===== src/rtl/bcd_xs3_conv_if.sv =====
// Handshake bundle for the multi-digit BCD <-> Excess-3 converter.
// The producer/consumer side uses the master modport, the converter the slave modport.
interface bcd_xs3_conv_if #(
  parameter int DIGITS = 4
);
  logic                  in_valid;
  logic                  in_ready;
  logic                  in_mode;
  logic [4*DIGITS-1:0]   in_data;
  logic                  out_valid;
  logic                  out_ready;
  logic [4*DIGITS-1:0]   out_data;
  logic [DIGITS-1:0]     out_err_mask;
  logic                  out_err;

  modport master (
    output in_valid,
    input  in_ready,
    output in_mode,
    output in_data,
    input  out_valid,
    output out_ready,
    input  out_data,
    input  out_err_mask,
    input  out_err
  );

  modport slave (
    input  in_valid,
    output in_ready,
    input  in_mode,
    input  in_data,
    output out_valid,
    input  out_ready,
    output out_data,
    output out_err_mask,
    output out_err
  );
endinterface


===== src/rtl/bcd_xs3_conv.sv =====
// Multi-digit bidirectional BCD <-> Excess-3 converter, one digit per clock,
// least-significant digit first, with a per-digit invalid-code mask.
module bcd_xs3_conv #(
  parameter int DIGITS = 4
) (
  input  logic             clk,
  input  logic             rst_n,
  bcd_xs3_conv_if.slave    bus
);
  localparam int W     = 4 * DIGITS;
  localparam int CNT_W = (DIGITS > 1) ? $clog2(DIGITS) : 1;
  localparam logic [CNT_W-1:0] CNT_LAST = CNT_W'(DIGITS - 1);

  typedef enum logic [1:0] {
    ST_IDLE = 2'd0,
    ST_CONV = 2'd1,
    ST_DONE = 2'd2
  } state_t;

  // Returns {err, digit}; an invalid code passes through with err set.
  function automatic logic [4:0] conv_digit(input logic [3:0] d, input logic mode);
    logic [4:0] r;
    r = {1'b1, d};
    if (mode == 1'b0) begin
      if (d <= 4'd9) begin
        r = {1'b0, d + 4'd3};
      end else begin
        r = {1'b1, d};
      end
    end else begin
      if ((d >= 4'd3) && (d <= 4'd12)) begin
        r = {1'b0, d - 4'd3};
      end else begin
        r = {1'b1, d};
      end
    end
    return r;
  endfunction

  state_t            state_r;
  logic [CNT_W-1:0]  cnt_r;
  logic [W-1:0]      work_r;
  logic              mode_r;
  logic [W-1:0]      res_r;
  logic [DIGITS-1:0] mask_r;
  logic              valid_r;
  logic              err_r;

  logic [4:0]        conv_s;
  logic [W-1:0]      res_nxt_s;
  logic [DIGITS-1:0] mask_nxt_s;

  // Convert the current low digit of the work register and drop it into slot cnt.
  always_comb begin
    conv_s     = conv_digit(work_r[3:0], mode_r);
    res_nxt_s  = res_r;
    mask_nxt_s = mask_r;
    for (int i = 0; i < DIGITS; i++) begin
      if (cnt_r == CNT_W'(i)) begin
        res_nxt_s[4*i +: 4] = conv_s[3:0];
        mask_nxt_s[i]       = conv_s[4];
      end else begin
        res_nxt_s[4*i +: 4] = res_r[4*i +: 4];
        mask_nxt_s[i]       = mask_r[i];
      end
    end
  end

  // Control FSM with the result registers; reset discards any word in flight.
  always_ff @(posedge clk) begin
    if (!rst_n) begin
      state_r <= ST_IDLE;
      cnt_r   <= '0;
      work_r  <= '0;
      mode_r  <= 1'b0;
      res_r   <= '0;
      mask_r  <= '0;
      valid_r <= 1'b0;
      err_r   <= 1'b0;
    end else begin
      case (state_r)
        ST_IDLE: begin
          if (bus.in_valid) begin
            work_r  <= bus.in_data;
            mode_r  <= bus.in_mode;
            res_r   <= '0;
            mask_r  <= '0;
            err_r   <= 1'b0;
            cnt_r   <= '0;
            state_r <= ST_CONV;
          end else begin
            state_r <= ST_IDLE;
          end
        end
        ST_CONV: begin
          work_r <= work_r >> 4'd4;
          res_r  <= res_nxt_s;
          mask_r <= mask_nxt_s;
          if (cnt_r == CNT_LAST) begin
            state_r <= ST_DONE;
            valid_r <= 1'b1;
            err_r   <= |mask_nxt_s;
          end else begin
            cnt_r   <= cnt_r + CNT_W'(1);
          end
        end
        ST_DONE: begin
          if (bus.out_ready) begin
            state_r <= ST_IDLE;
            valid_r <= 1'b0;
          end else begin
            state_r <= ST_DONE;
          end
        end
        default: begin
          state_r <= ST_IDLE;
          valid_r <= 1'b0;
        end
      endcase
    end
  end

  // Ready is gated by reset so it reads low for the whole reset interval.
  assign bus.in_ready     = rst_n & (state_r == ST_IDLE);
  assign bus.out_valid    = valid_r;
  assign bus.out_data     = res_r;
  assign bus.out_err_mask = mask_r;
  assign bus.out_err      = err_r;
endmodule

===== src/flat_wrapper.sv =====
// flat-port wrapper written by rule: the top's interface ports become plain ports
module bcd_xs3_conv_flat 
#(
  parameter int DIGITS = 4
)
  (clk, rst_n, bus_in_valid, bus_in_ready, bus_in_mode, bus_in_data, bus_out_valid, bus_out_ready, bus_out_data, bus_out_err_mask, bus_out_err);
  bcd_xs3_conv_if #(.DIGITS(DIGITS)) bus_i ();
  input  logic clk;
  input  logic rst_n;
  input wire logic [$bits(bus_i.in_valid)-1:0] bus_in_valid;
  output wire logic [$bits(bus_i.in_ready)-1:0] bus_in_ready;
  input wire logic [$bits(bus_i.in_mode)-1:0] bus_in_mode;
  input wire logic [$bits(bus_i.in_data)-1:0] bus_in_data;
  output wire logic [$bits(bus_i.out_valid)-1:0] bus_out_valid;
  input wire logic [$bits(bus_i.out_ready)-1:0] bus_out_ready;
  output wire logic [$bits(bus_i.out_data)-1:0] bus_out_data;
  output wire logic [$bits(bus_i.out_err_mask)-1:0] bus_out_err_mask;
  output wire logic [$bits(bus_i.out_err)-1:0] bus_out_err;
  assign bus_i.in_valid = bus_in_valid;
  assign bus_in_ready = bus_i.in_ready;
  assign bus_i.in_mode = bus_in_mode;
  assign bus_i.in_data = bus_in_data;
  assign bus_out_valid = bus_i.out_valid;
  assign bus_i.out_ready = bus_out_ready;
  assign bus_out_data = bus_i.out_data;
  assign bus_out_err_mask = bus_i.out_err_mask;
  assign bus_out_err = bus_i.out_err;
  bcd_xs3_conv #(.DIGITS(DIGITS)) u_core (.clk(clk), .rst_n(rst_n), .bus(bus_i));
endmodule

===== config.mk =====
export PLATFORM = sky130hd
export DESIGN_NAME = bcd_xs3_conv_flat
export DESIGN_NICKNAME = d
export VERILOG_FILES = /design/src/rtl/bcd_xs3_conv_if.sv /design/src/rtl/bcd_xs3_conv.sv /design/src/flat_wrapper.sv
export SDC_FILE = /design/constraint.sdc
export NUM_CORES = 1
export LEC_CHECK = 0
export CORE_MARGIN = 8
export CORE_UTILIZATION = 46
export CTS_CLUSTER_SIZE = 16
export DETAILED_ROUTE_END_ITERATION = 10
export PLACE_DENSITY = 0.71
export SKIP_LAST_GASP = 1
export SLEW_MARGIN = 15
export SYNTH_ARGS = -nofsm -noshare
export SYNTH_HDL_FRONTEND = slang
export SYNTH_SLANG_ARGS = --single-unit

===== constraint.sdc =====
create_clock -name clk -period 1.97 [get_ports clk]
set_input_delay 0.394 -clock clk [delete_from_list [all_inputs] [get_ports clk]]
set_output_delay 0.394 -clock clk [all_outputs]
set_load 0.01 [all_outputs]

==> results.sh <==
export IMPL_outcome="finished, final reports clean"
export IMPL_max_freq_ghz=0.5382
export IMPL_synthesis_yosys_warnings=0
export IMPL_final_setup_skew_ps=10.84
export IMPL_postSynthRegisterBits=43
export IMPL_postSynth_topFlopCell="sky130_fd_sc_hd__dfxtp_1"
export IMPL_die_x_um=84.70
export IMPL_routed_via_density=5.528
export IMPL_floorplan_rows=25
export IMPL_worstSkewPairLatency_ps=290
export IMPL_syn_avg_cell_area_um2=8.683
export IMPL_wl_per_cell_um=15.36
export IMPL_fraction_of_final_layout_cells_with_drive_strength_greater_than_1=0.1732
export IMPL_met3RoutedLength_um=127
export IMPL_routed_via_count=1990
export IMPL_critPathKind="reg2reg"
export IMPL_cts_tree="done"
export IMPL_slew_headroom=0.6692
export IMPL_timing_rr_end="u_core.bus.out_data[5]"
export IMPL_ir_drop_v=0.0004700
export IMPL_antenna_left=0
export IMPL_placed_area_um2=2760
export IMPL_synth_yosys_seq_area_share=0.3965
export IMPL_pre_cts_setup_slack_ps=-107.2
export IMPL_r2r_start="u_core.work_r[0]"
export IMPL_post_synth_instance_area_um2=2171
export IMPL_timing_worst_slew_pin_value_ps=495.6
export IMPL_setup_viol=0
export IMPL_fin_tns_setup_ps=0
export IMPL_post_synth_inst_count=250
export IMPL_die_height_um=84.70
export IMPL_coreArea_um2=4629
export IMPL_maximum_number_of_pins_on_one_net_before_global_route_repair=32
export IMPL_finalWorstSetupSlack_ps=111.8
export IMPL_crit_path_start="u_core.work_r[0]"
export IMPL_cts_made_buffers=5
export IMPL_finalCritPeriodShare=0.9433
export IMPL_stdcell_area_um2=2854
export IMPL_timing_critical_path_required_ps=2150
export IMPL_maxCapViolations=0
export IMPL_detailroute_wirelength_met2_um=2849
export IMPL_dp_hpwl_um=4092
export IMPL_layout_nets=333
export IMPL_cts_hold_buffers_added=0
export IMPL_clk_root_buffer_cell="sky130_fd_sc_hd__clkbuf_8"
export IMPL_crit_path_time_final_ps=1858
export IMPL_floorplan_io_pins=44
export IMPL_count_of_flip_flops_with_a_built_in_enable_after_synthesis=0
export IMPL_critPathCaptureType="flop"
export IMPL_crit_path_cell_trace="inv_1, ha_1, and3b_1, or3_1, a31oi_1, buf_4, o21ai_0"
export IMPL_cpMaxStageDelayCell="sky130_fd_sc_hd__dfxtp_2"
export IMPL_place_congestion=0.7716
export IMPL_detailedRoute_firstPassIterationCount=5
export IMPL_clk_pin_slew_ps=90
export IMPL_worst_r2r_setup_slack_ps=110
export IMPL_route_detailed_drc=0
export IMPL_drt_initial_drc_count=103
export IMPL_synth_fa_ha_area_frac=0.04035
export IMPL_leakagePower_nw=1.131
export IMPL_cts_buffer_depth=2
export IMPL_synth_fp_nets=278
export IMPL_cts_sinks=43
export IMPL_timing_final_max_slew_violations=0
export IMPL_grt_ovfl_total=0
export IMPL_final_core_util=0.6165
export IMPL_crit_path_end="u_core.bus.out_data[5]"
export IMPL_wl_um=5531
export IMPL_synth_simple_area_share=0.2110
export IMPL_main_combinational_cell_family_by_area_after_synthesis="compound AO/OA/AOI/OAI gates"
export IMPL_synth_xor_area_frac=0.004035
export IMPL_crit_path_max_fanout=6
export IMPL_wl_met1_um=2499
export IMPL_synth_compound_gate_area_share=0.2709
export IMPL_yosys_mux_area_fraction=0.01902
export IMPL_number_of_h_tree_branching_levels=2
export IMPL_finalPower_mw=1.972
export IMPL_antenna_found_initial=0
export IMPL_grt_setup_unrepaired="no"
export IMPL_proportion_of_register_bits_with_asynchronous_set_or_reset_after_synthesis=0
export IMPL_timing_hold_worst_class="reg2reg"
export IMPL_yosysUniqueCellTypes=46
export IMPL_topRoutingLayerUsed="met4"
export IMPL_critPathMaxStageDelay_ps=350
export IMPL_hold_viol_final=0
export IMPL_n_antenna_cell=0
export IMPL_io_buffer_count=43
export IMPL_cp_arrival_ps=2040
export IMPL_syn_to_final_growth_pct=31.47
export IMPL_grt_util_all_layers=0.1578
export IMPL_ff_to_ff_path_depth=7
export IMPL_setup_worst_path_start_class="flop"
export IMPL_grt_pass1_wl_um=9390
export IMPL_via_count_of_the_first_global_routing_pass=1968
export IMPL_powerDensity_nw_per_um2=690.9
export IMPL_die_area_um2=7173
export IMPL_initial_utilization=0.4689
[cells in the mapped netlist, types with 3 or more instances]
master,count,area share
sky130_fd_sc_hd__a21oi_1,19,0.044
sky130_fd_sc_hd__a22oi_1,6,0.021
sky130_fd_sc_hd__a2bb2oi_1,3,0.012
sky130_fd_sc_hd__a31o_1,4,0.016
sky130_fd_sc_hd__a32o_1,3,0.014
sky130_fd_sc_hd__and3_1,3,0.0086
sky130_fd_sc_hd__buf_1,3,0.0052
sky130_fd_sc_hd__buf_2,5,0.012
sky130_fd_sc_hd__clkbuf_1,9,0.016
sky130_fd_sc_hd__dfxtp_1,43,0.40
sky130_fd_sc_hd__ha_1,7,0.040
sky130_fd_sc_hd__inv_1,10,0.017
sky130_fd_sc_hd__mux2i_1,3,0.014
sky130_fd_sc_hd__nand2_1,18,0.031
sky130_fd_sc_hd__nand2b_1,3,0.0086
sky130_fd_sc_hd__nand3_1,6,0.014
sky130_fd_sc_hd__nor2_1,31,0.054
sky130_fd_sc_hd__nor2b_1,15,0.043
sky130_fd_sc_hd__o21ai_0,10,0.023
sky130_fd_sc_hd__o21bai_1,3,0.010
sky130_fd_sc_hd__o221a_2,12,0.062
sky130_fd_sc_hd__o22ai_1,4,0.012
[stage by stage]
| stage | std cells | hold slack (ps) |
|---|---|---|
| 2_1_floorplan | 250 | 477.8 |
| 3_3_place_gp | 352 | 454.5 |
| 3_5_place_dp | 352 | 464.5 |
| 4_1_cts | 360 | 476.2 |
| 5_1_grt | 360 | 491.4 |
| 6_report | 360 | 471.6 |
[registers in the layout, summed over array words and instances, names as in the netlist]
| register | count |
|---|---|
| u_core.cnt_r | 2 |
| u_core.state_r | 2 |
| u_core.bus.out_err_mask | 4 |
| u_core.bus.out_valid | 1 |
| u_core.work_r | 16 |
| u_core.bus.out_data | 16 |
| u_core.mode_r | 1 |
| u_core.bus.out_err | 1 |
[worst max-delay path, delay by kind of cell (launching register included)]
kind | cells | cell delay [ps]
AO/OA/AOI/OAI | 2 | 260
buffers and inverters | 2 | 280
AND/OR/NAND/NOR | 2 | 580
flip-flops | 1 | 350
adder cells (fa/ha/maj) | 1 | 280
[worst min path at each step]
stage                                  startpoint                 endpoint  slack (ps)  depth (start not counted)
after floorplan                 u_core.work_r[12]        u_core.work_r[12]         480                          2
after detailed placement  u_core.bus.out_data[14]  u_core.bus.out_data[14]         460                          2
after global routing      u_core.bus.out_data[14]  u_core.bus.out_data[14]         490                          2
after CTS                 u_core.bus.out_data[14]  u_core.bus.out_data[14]         480                          2
after global placement    u_core.bus.out_data[14]  u_core.bus.out_data[14]         450                          2
final                     u_core.bus.out_data[13]  u_core.bus.out_data[13]         470                          2
[cell families (layout without fill, tap and decap cells)]
kind of cell,count (synthesis),in the layout
flops,43,43
fa+ha+maj,7,7
simple gates,90,90
mux,4,4
xor+xnor,1,1
compound gates,76,76
buf+inv,29,85
[cell type report]
type                    instances  area [um2]
clock buffers                   6       72.57
clock inverters                 2       12.51
flip-flops and latches         43       863.3
well taps                      54       67.56
repair buffers                 67       609.3
fillers                       427        1775
multi-input cells             178        1191
inverters                      10       37.54
[per-layer routing]
metal | vias to the layer above | GRT usage
li1 | 1008 | -
met1 | 952 | 0.1896
met2 | 26 | 0.2777
met3 | 4 | 0.02634
met4 | 0 | 0.04854
met5 | - | 0
[report_power, final]
part | leakage (nW) | internal [mW] | switching, mW
logic | 0.738 | 0.245 | 0.215
clock network | 0.0412 | 0.248 | 0.301
registers | 0.352 | 0.917 | 0.0455
[what timing repair did]
action                     in CTS  in global routing
pin swaps                       0                  0
resized for setup               1                  3
setup endpoints to repair       1                  6
buffers inserted                0                  0
[cell usage in the layout, fill, tap and decap left out, drive strengths merged, types with 3 or more instances in the layout]
master and count:
dfxtp 43, o221a 12, clkbuf 6, nand2 18
buf 24, nor2b 15, clkdlybuf4s50 42, ha 7
a31o 4, mux2i 3, nand3 6, nor2 31
o21bai 3, and3 3, a2bb2oi 3, a22oi 6
nand2b 4, o22ai 4, inv 10, o21ai 10
a21oi 19, a32o 3
Power figures use the tool's default switching activity.
